--- src/rtl/bram_row_drain_pkg.sv ---
// Shared widths, memory geometry and FSM encoding for the BRAM row drain path.
package bram_row_drain_pkg;

  localparam int DATA_WIDTH = 4;
  localparam int ROW_RATIO  = 4;
  localparam int ADDR_WIDTH = 6;
  localparam int MEM_SIZE   = 1000;

  typedef enum logic [2:0] {
    S_IDLE = 3'd0,
    S_READ = 3'd1,
    S_WAIT = 3'd2,
    S_SEND = 3'd3,
    S_DONE = 3'd4
  } drain_state_e;

endpackage

--- src/rtl/row_serializer.sv ---
// Splits one wide BRAM row into narrow lanes, lane 0 (LSBs) first; 1-cycle load latency.
// Holds the current lane indefinitely until advance, so downstream stalls simply freeze it.
module row_serializer #(
  parameter int DATA_W = 4,
  parameter int LANES  = 4
) (
  input  logic                    clk,
  input  logic                    rst,
  input  logic                    load,
  input  logic                    advance,
  input  logic [LANES*DATA_W-1:0] row_dat,
  output logic [DATA_W-1:0]       lane_dat,
  output logic                    last
);

  localparam int CNT_W = $clog2(LANES);

  logic [LANES*DATA_W-1:0] shift_q;
  logic [CNT_W-1:0]        lane_cnt;

  // Zeros shift in from the top so the output idles at 0 after a row drains.
  always_ff @(posedge clk) begin
    if (!rst) begin
      shift_q  <= '0;
      lane_cnt <= '0;
    end else if (load) begin
      shift_q  <= row_dat;
      lane_cnt <= '0;
    end else if (advance) begin
      shift_q  <= {{DATA_W{1'b0}}, shift_q[LANES*DATA_W-1:DATA_W]};
      lane_cnt <= lane_cnt + 1'b1;
    end
  end

  assign lane_dat = shift_q[DATA_W-1:0];
  assign last     = (lane_cnt == CNT_W'(LANES - 1));

endmodule

--- src/rtl/bram_row_drain.sv ---
// Drains num_rows BRAM rows to external memory as narrow words; 6 cycles/row, done after last write.
// mem_we/mem_address/mem_wdata hold steady while mem_ready is low; start is ignored unless idle.
module bram_row_drain
  import bram_row_drain_pkg::*;
#(
  parameter int DATA_W = DATA_WIDTH,
  parameter int ADDR_W = ADDR_WIDTH,
  parameter int MEM_AW = $clog2(MEM_SIZE)
) (
  input  logic                          CLK,
  input  logic                          rst,
  input  logic                          start,
  input  logic [MEM_AW-1:0]             base_addr,
  input  logic [ADDR_W-2:0]             num_rows,
  output logic                          bram_en,
  output logic [ADDR_W-3:0]             ADDR_B,
  input  logic [ROW_RATIO*DATA_W-1:0]   DOUT_B,
  output logic                          mem_we,
  input  logic                          mem_ready,
  output logic [MEM_AW-1:0]             mem_address,
  output logic [DATA_W-1:0]             mem_wdata,
  output logic                          busy,
  output logic                          done
);

  drain_state_e state_q, state_d;

  logic [ADDR_W-3:0] addr_b_q;
  logic [ADDR_W-2:0] row_cnt;
  logic              accept;
  logic              load;
  logic              advance;
  logic              row_step;
  logic              last_lane;
  logic [MEM_AW-1:0] mem_addr_nxt;

  always_ff @(posedge CLK) begin
    if (!rst) state_q <= S_IDLE;
    else      state_q <= state_d;
  end

  always_comb begin
    state_d  = state_q;
    bram_en  = 1'b0;
    mem_we   = 1'b0;
    busy     = 1'b0;
    done     = 1'b0;
    accept   = 1'b0;
    load     = 1'b0;
    advance  = 1'b0;
    row_step = 1'b0;
    case (state_q)
      S_IDLE: begin
        if (start) begin
          accept  = 1'b1;
          state_d = (num_rows == '0) ? S_DONE : S_READ;
        end
      end
      S_READ: begin
        bram_en = 1'b1;
        busy    = 1'b1;
        state_d = S_WAIT;
      end
      S_WAIT: begin
        // BRAM data for the row issued in READ is on DOUT_B now.
        busy    = 1'b1;
        load    = 1'b1;
        state_d = S_SEND;
      end
      S_SEND: begin
        busy   = 1'b1;
        mem_we = 1'b1;
        if (mem_ready) begin
          advance = 1'b1;
          if (last_lane) begin
            row_step = 1'b1;
            state_d  = (row_cnt == (ADDR_W-1)'(1)) ? S_DONE : S_READ;
          end
        end
      end
      S_DONE: begin
        done    = 1'b1;
        state_d = S_IDLE;
      end
      default: state_d = S_IDLE;
    endcase
  end

  // External memory may not be a power of two, so wrap explicitly.
  assign mem_addr_nxt = (mem_address == MEM_AW'(MEM_SIZE - 1)) ? '0
                                                               : mem_address + MEM_AW'(1);

  always_ff @(posedge CLK) begin
    if (!rst) begin
      addr_b_q    <= '0;
      row_cnt     <= '0;
      mem_address <= '0;
    end else begin
      if (accept) begin
        addr_b_q    <= '0;
        row_cnt     <= num_rows;
        mem_address <= base_addr;
      end
      if (advance) mem_address <= mem_addr_nxt;
      if (row_step) begin
        addr_b_q <= addr_b_q + 1'b1;
        row_cnt  <= row_cnt - 1'b1;
      end
    end
  end

  assign ADDR_B = addr_b_q;

  row_serializer #(
    .DATA_W (DATA_W),
    .LANES  (ROW_RATIO)
  ) u_row_serializer (
    .clk      (CLK),
    .rst      (rst),
    .load     (load),
    .advance  (advance),
    .row_dat  (DOUT_B),
    .lane_dat (mem_wdata),
    .last     (last_lane)
  );

endmodule
--- config.mk ---
export PLATFORM = sky130hd
export DESIGN_NAME = bram_row_drain
export DESIGN_NICKNAME = d
export VERILOG_FILES = /design/src/rtl/bram_row_drain_pkg.sv /design/src/rtl/row_serializer.sv /design/src/rtl/bram_row_drain.sv
export SDC_FILE = /design/constraint.sdc
export NUM_CORES = 1
export LEC_CHECK = 0
export CAP_MARGIN = 20
export CORE_ASPECT_RATIO = 1.75
export CORE_MARGIN = 2
export CORE_UTILIZATION = 45
export DETAILED_ROUTE_END_ITERATION = 6
export GPL_ROUTABILITY_DRIVEN = 0
export GPL_TIMING_DRIVEN = 1
export PLACE_DENSITY = 0.84
export SLEW_MARGIN = 20
export SYNTH_ARGS = -nofsm -noshare
export SYNTH_HDL_FRONTEND = slang
export SYNTH_SLANG_ARGS = --single-unit
export TNS_END_PERCENT = 100
--- constraint.sdc ---
create_clock -name CLK -period 1.7 [get_ports CLK]
set_input_delay 0.17 -clock CLK [delete_from_list [all_inputs] [get_ports CLK]]
set_output_delay 0.17 -clock CLK [all_outputs]
set_load 0.01 [all_outputs]
==> reports/metrics.csv <==
stage,metric,value,unit
routing,routed_wl,5.55,mm
routing,first_iter_violations,73,
worst_setup_path,crit_required,1.87,ns
place,place_area,2760,um^2
timing,setup_viol,0,
finish,nets,358,
routing,drt-vias-per-instance,5.81,
logic_synthesis,ys_ff_latch,40,
timing,finalHoldViolCount,0,
clocking,cts-root-buf,clkbuf_8,
finish,antenna_cells,0,
logic_synthesis,syn_nets,292,
power_and_ir_drop,switching_share,28.7,%
finish,fill_cells,382,
place,place_ws,-0.114,ns
worst_setup_path,endpoint_kind,flip-flop,
logic_synthesis,syn_area,2060,um^2
clocking,clk_path_buf_depth,2,
timing,clock_skew,0.00829,ns
worst_setup_path,start_kind,flip-flop,
timing,tns,0,ns
logic_synthesis,yosys.area.top_type_share,38.8,%
clocking,ctsResizeCount,7,
outcome,status,"finished, final reports clean",
logic_synthesis,yosysTopAreaCell,dfxtp_1,
timing,tightestPinTransition,0.398,ns
floorplan,rows,32,
clocking,cts_buffers,5,
floorplan,die_h,93.6,um
clocking,clkTransAtPathRegs,0.08,ns
power_and_ir_drop,seq_power_share,42.1,%
routing,post_drt_wl_per_cell,15.0,um
routing,vias,2150,
grt,grt-ovfl-total,0,
clocking,clk_latency,0.29,ns
finish,final_area,2900,um^2
logic_synthesis,synth_cells,252,
power_and_ir_drop,vdd_drop_max,766,uV
floorplan,chipWidth,55.2,um
clocking,cts.sinks,40,
grt,grt_pass1_vias,2095,
floorplan,coreArea,4400,um^2
worst_hold_path,hold_class,reg -> reg,
grt,antenna_found_initial,0,
routing,first_pass_iters,5,
power_and_ir_drop,power.share.combinational,26.6,%
worst_setup_path,critical_path_class,reg -> reg,
finish,drive_gt1_share,14.4,%
logic_synthesis,synth_area_per_cell,8.19,um^2
logic_synthesis,synth_common_cells,"dfxtp_1 (40), a21oi_1 (29), nand2_1 (28), a22oi_1 (16), nor2_1 (16)",
worst_setup_path,worst-path-max-fanout,6,
timing,fmax,0.617,GHz
worst_setup_path,cp.arrival,1.79,ns
timing,slew_headroom,73.3,%
run,cap_violations,0,
logic_synthesis,synth_cell_type_count,51,
routing,drtAntennaViolNets,0,
power_and_ir_drop,p_leak,1.07,nW
logic_synthesis,ys_seq_area_share,38.8,%
floorplan,die_area,5170,um^2
place,dpl.hpwl,4.03,mm
power_and_ir_drop,power_density,910,nW/um^2
timing,fin_ws,0.0804,ns
logic_synthesis,synth.most_common_cell,dfxtp_1,
grt,grt.total_usage,21.9,%
clocking,htree_levels,2,
logic_synthesis,synth_edf_count,0,
timing,period_share,95.3,%
power_and_ir_drop,p_clk_share,31.3,%
finish,syn_to_final_growth,40.4,%
timing,drv_slew,0,
power_and_ir_drop,switchingPower,0.758,mW
clocking,cts_tree,done,
logic_synthesis,yosysWarnings,0,
logic_synthesis,synth_flop_cell,dfxtp_1,
grt,grt_pass1_wl,9.18,mm
power_and_ir_drop,internal_power,1.88,mW
power_and_ir_drop,totalPowerFinal,2.64,mW
timing,post-route-min-period,1.62,ns
clocking,post_cts.repair.setup_buffers,0,
logic_synthesis,async_flop_share,0,%
floorplan,io-pin-count,57,
routing,drc_errors,0,
timing,grt_setup_unrepaired,yes,
logic_synthesis,synthTopCellsByArea,"dfxtp_1 (39%), a21oi_1 (7.0%), a22oi_1 (5.8%)",
floorplan,initial_utilization,46.9,%
place,port_buffers,56,
grt,grt_max_degree,29,
clocking,cts_hold_buf,0,
-- state kept, by name (all words and copies together), names as in the netlist --
name                       cells
state_q                        3
mem_address                   10
u_row_serializer.lane_cnt      2
u_row_serializer.shift_q      16
row_cnt                        5
ADDR_B                         4
-- area by class of cell --
type / count / area (um^2) / share of cell area [%]
clock buffers: 6 / 82.6 / 2.85
clock inverters: 2 / 38.8 / 1.34
inverters: 9 / 33.8 / 1.17
multi-input cells: 183 / 1120 / 38.8
flip-flops and latches: 40 / 811 / 28.0
well taps: 51 / 63.8 / 2.20
repair buffers: 79 / 744 / 25.7
-- cells by family after synthesis --
group / after synthesis / synth area share (%)
simple gates: 90 / 22.5
compound gates: 84 / 26.6
flops: 40 / 38.8
buf+inv: 29 / 7.27
fa+ha+maj: 5 / 3.03
xor+xnor: 3 / 1.27
mux: 1 / 0.545
-- final timing paths --
kind | from | cells after the start | slack, ns | to
setup reg to reg | mem_address[1]$_SDFFE_PN0P_ | 5 | 0.08 | mem_address[0]$_SDFFE_PN0P_
setup / recovery | mem_address[1]$_SDFFE_PN0P_ | 5 | 0.08 | mem_address[0]$_SDFFE_PN0P_
hold reg to reg | u_row_serializer.shift_q[6]$_SDFFE_PN0P_ | 2 | 0.46 | u_row_serializer.shift_q[6]$_SDFFE_PN0P_
hold / removal | u_row_serializer.shift_q[6]$_SDFFE_PN0P_ | 2 | 0.46 | u_row_serializer.shift_q[6]$_SDFFE_PN0P_
-- stage by stage --
step                      utilization (%)  cells  hold slack (ns)
final                                65.8    370            0.458
after global routing                 65.8    370            0.484
after CTS                            65.4    370            0.461
after detailed placement             62.6    362            0.450
after global placement               62.6    362            0.443
after floorplan                         -    252            0.306
-- power by group through the flow --
stage / Sequential [mW] / Clock [mW] / Combinational [mW]
floorplan: 1.13 / 0 / 0.373
global placement: 1.12 / 0 / 0.684
detailed placement: 1.13 / 0 / 0.694
CTS: 1.11 / 0.833 / 0.695
global route: 1.13 / 0.874 / 0.767
finish: 1.11 / 0.826 / 0.702
-- critical path: stages, from the launching register on --
cell,delay (ns)
dfxtp_2,0.37
ha_2,0.21
nand4bb_1,0.15
o31a_1,0.39
a221oi_1,0.28
a211oi_1,0.09
-- placed cells by master (no fill, tap or decap), types with 4 or more instances in the layout --
| cell | Yosys | routed |
|---|---|---|
| clkdlybuf4s50_1 | 0 | 52 |
| dfxtp_1 | 40 | 36 |
| a21oi_1 | 29 | 29 |
| nand2_1 | 28 | 28 |
| buf_4 | 4 | 22 |
| a22oi_1 | 16 | 16 |
| nor2_1 | 16 | 15 |
| nand3_1 | 12 | 12 |
| o21ai_0 | 10 | 10 |
| inv_1 | 9 | 9 |
| nor3_1 | 8 | 8 |
| clkbuf_8 | 0 | 6 |
| nor4_1 | 5 | 5 |
| a211oi_1 | 4 | 4 |
| a31oi_1 | 4 | 4 |
| ha_1 | 5 | 4 |
-- routing by layer --
layer | global-route usage [%] | vias to the layer above | part of all wire, %
li1 | - | 1058 | -
met3 | 4.15 | 11 | 5.8
met5 | 0 | - | 0
met1 | 24.2 | 996 | 39
met2 | 40.2 | 85 | 53
met4 | 8.94 | 0 | 2.0
Power figures use the tool's default switching activity.
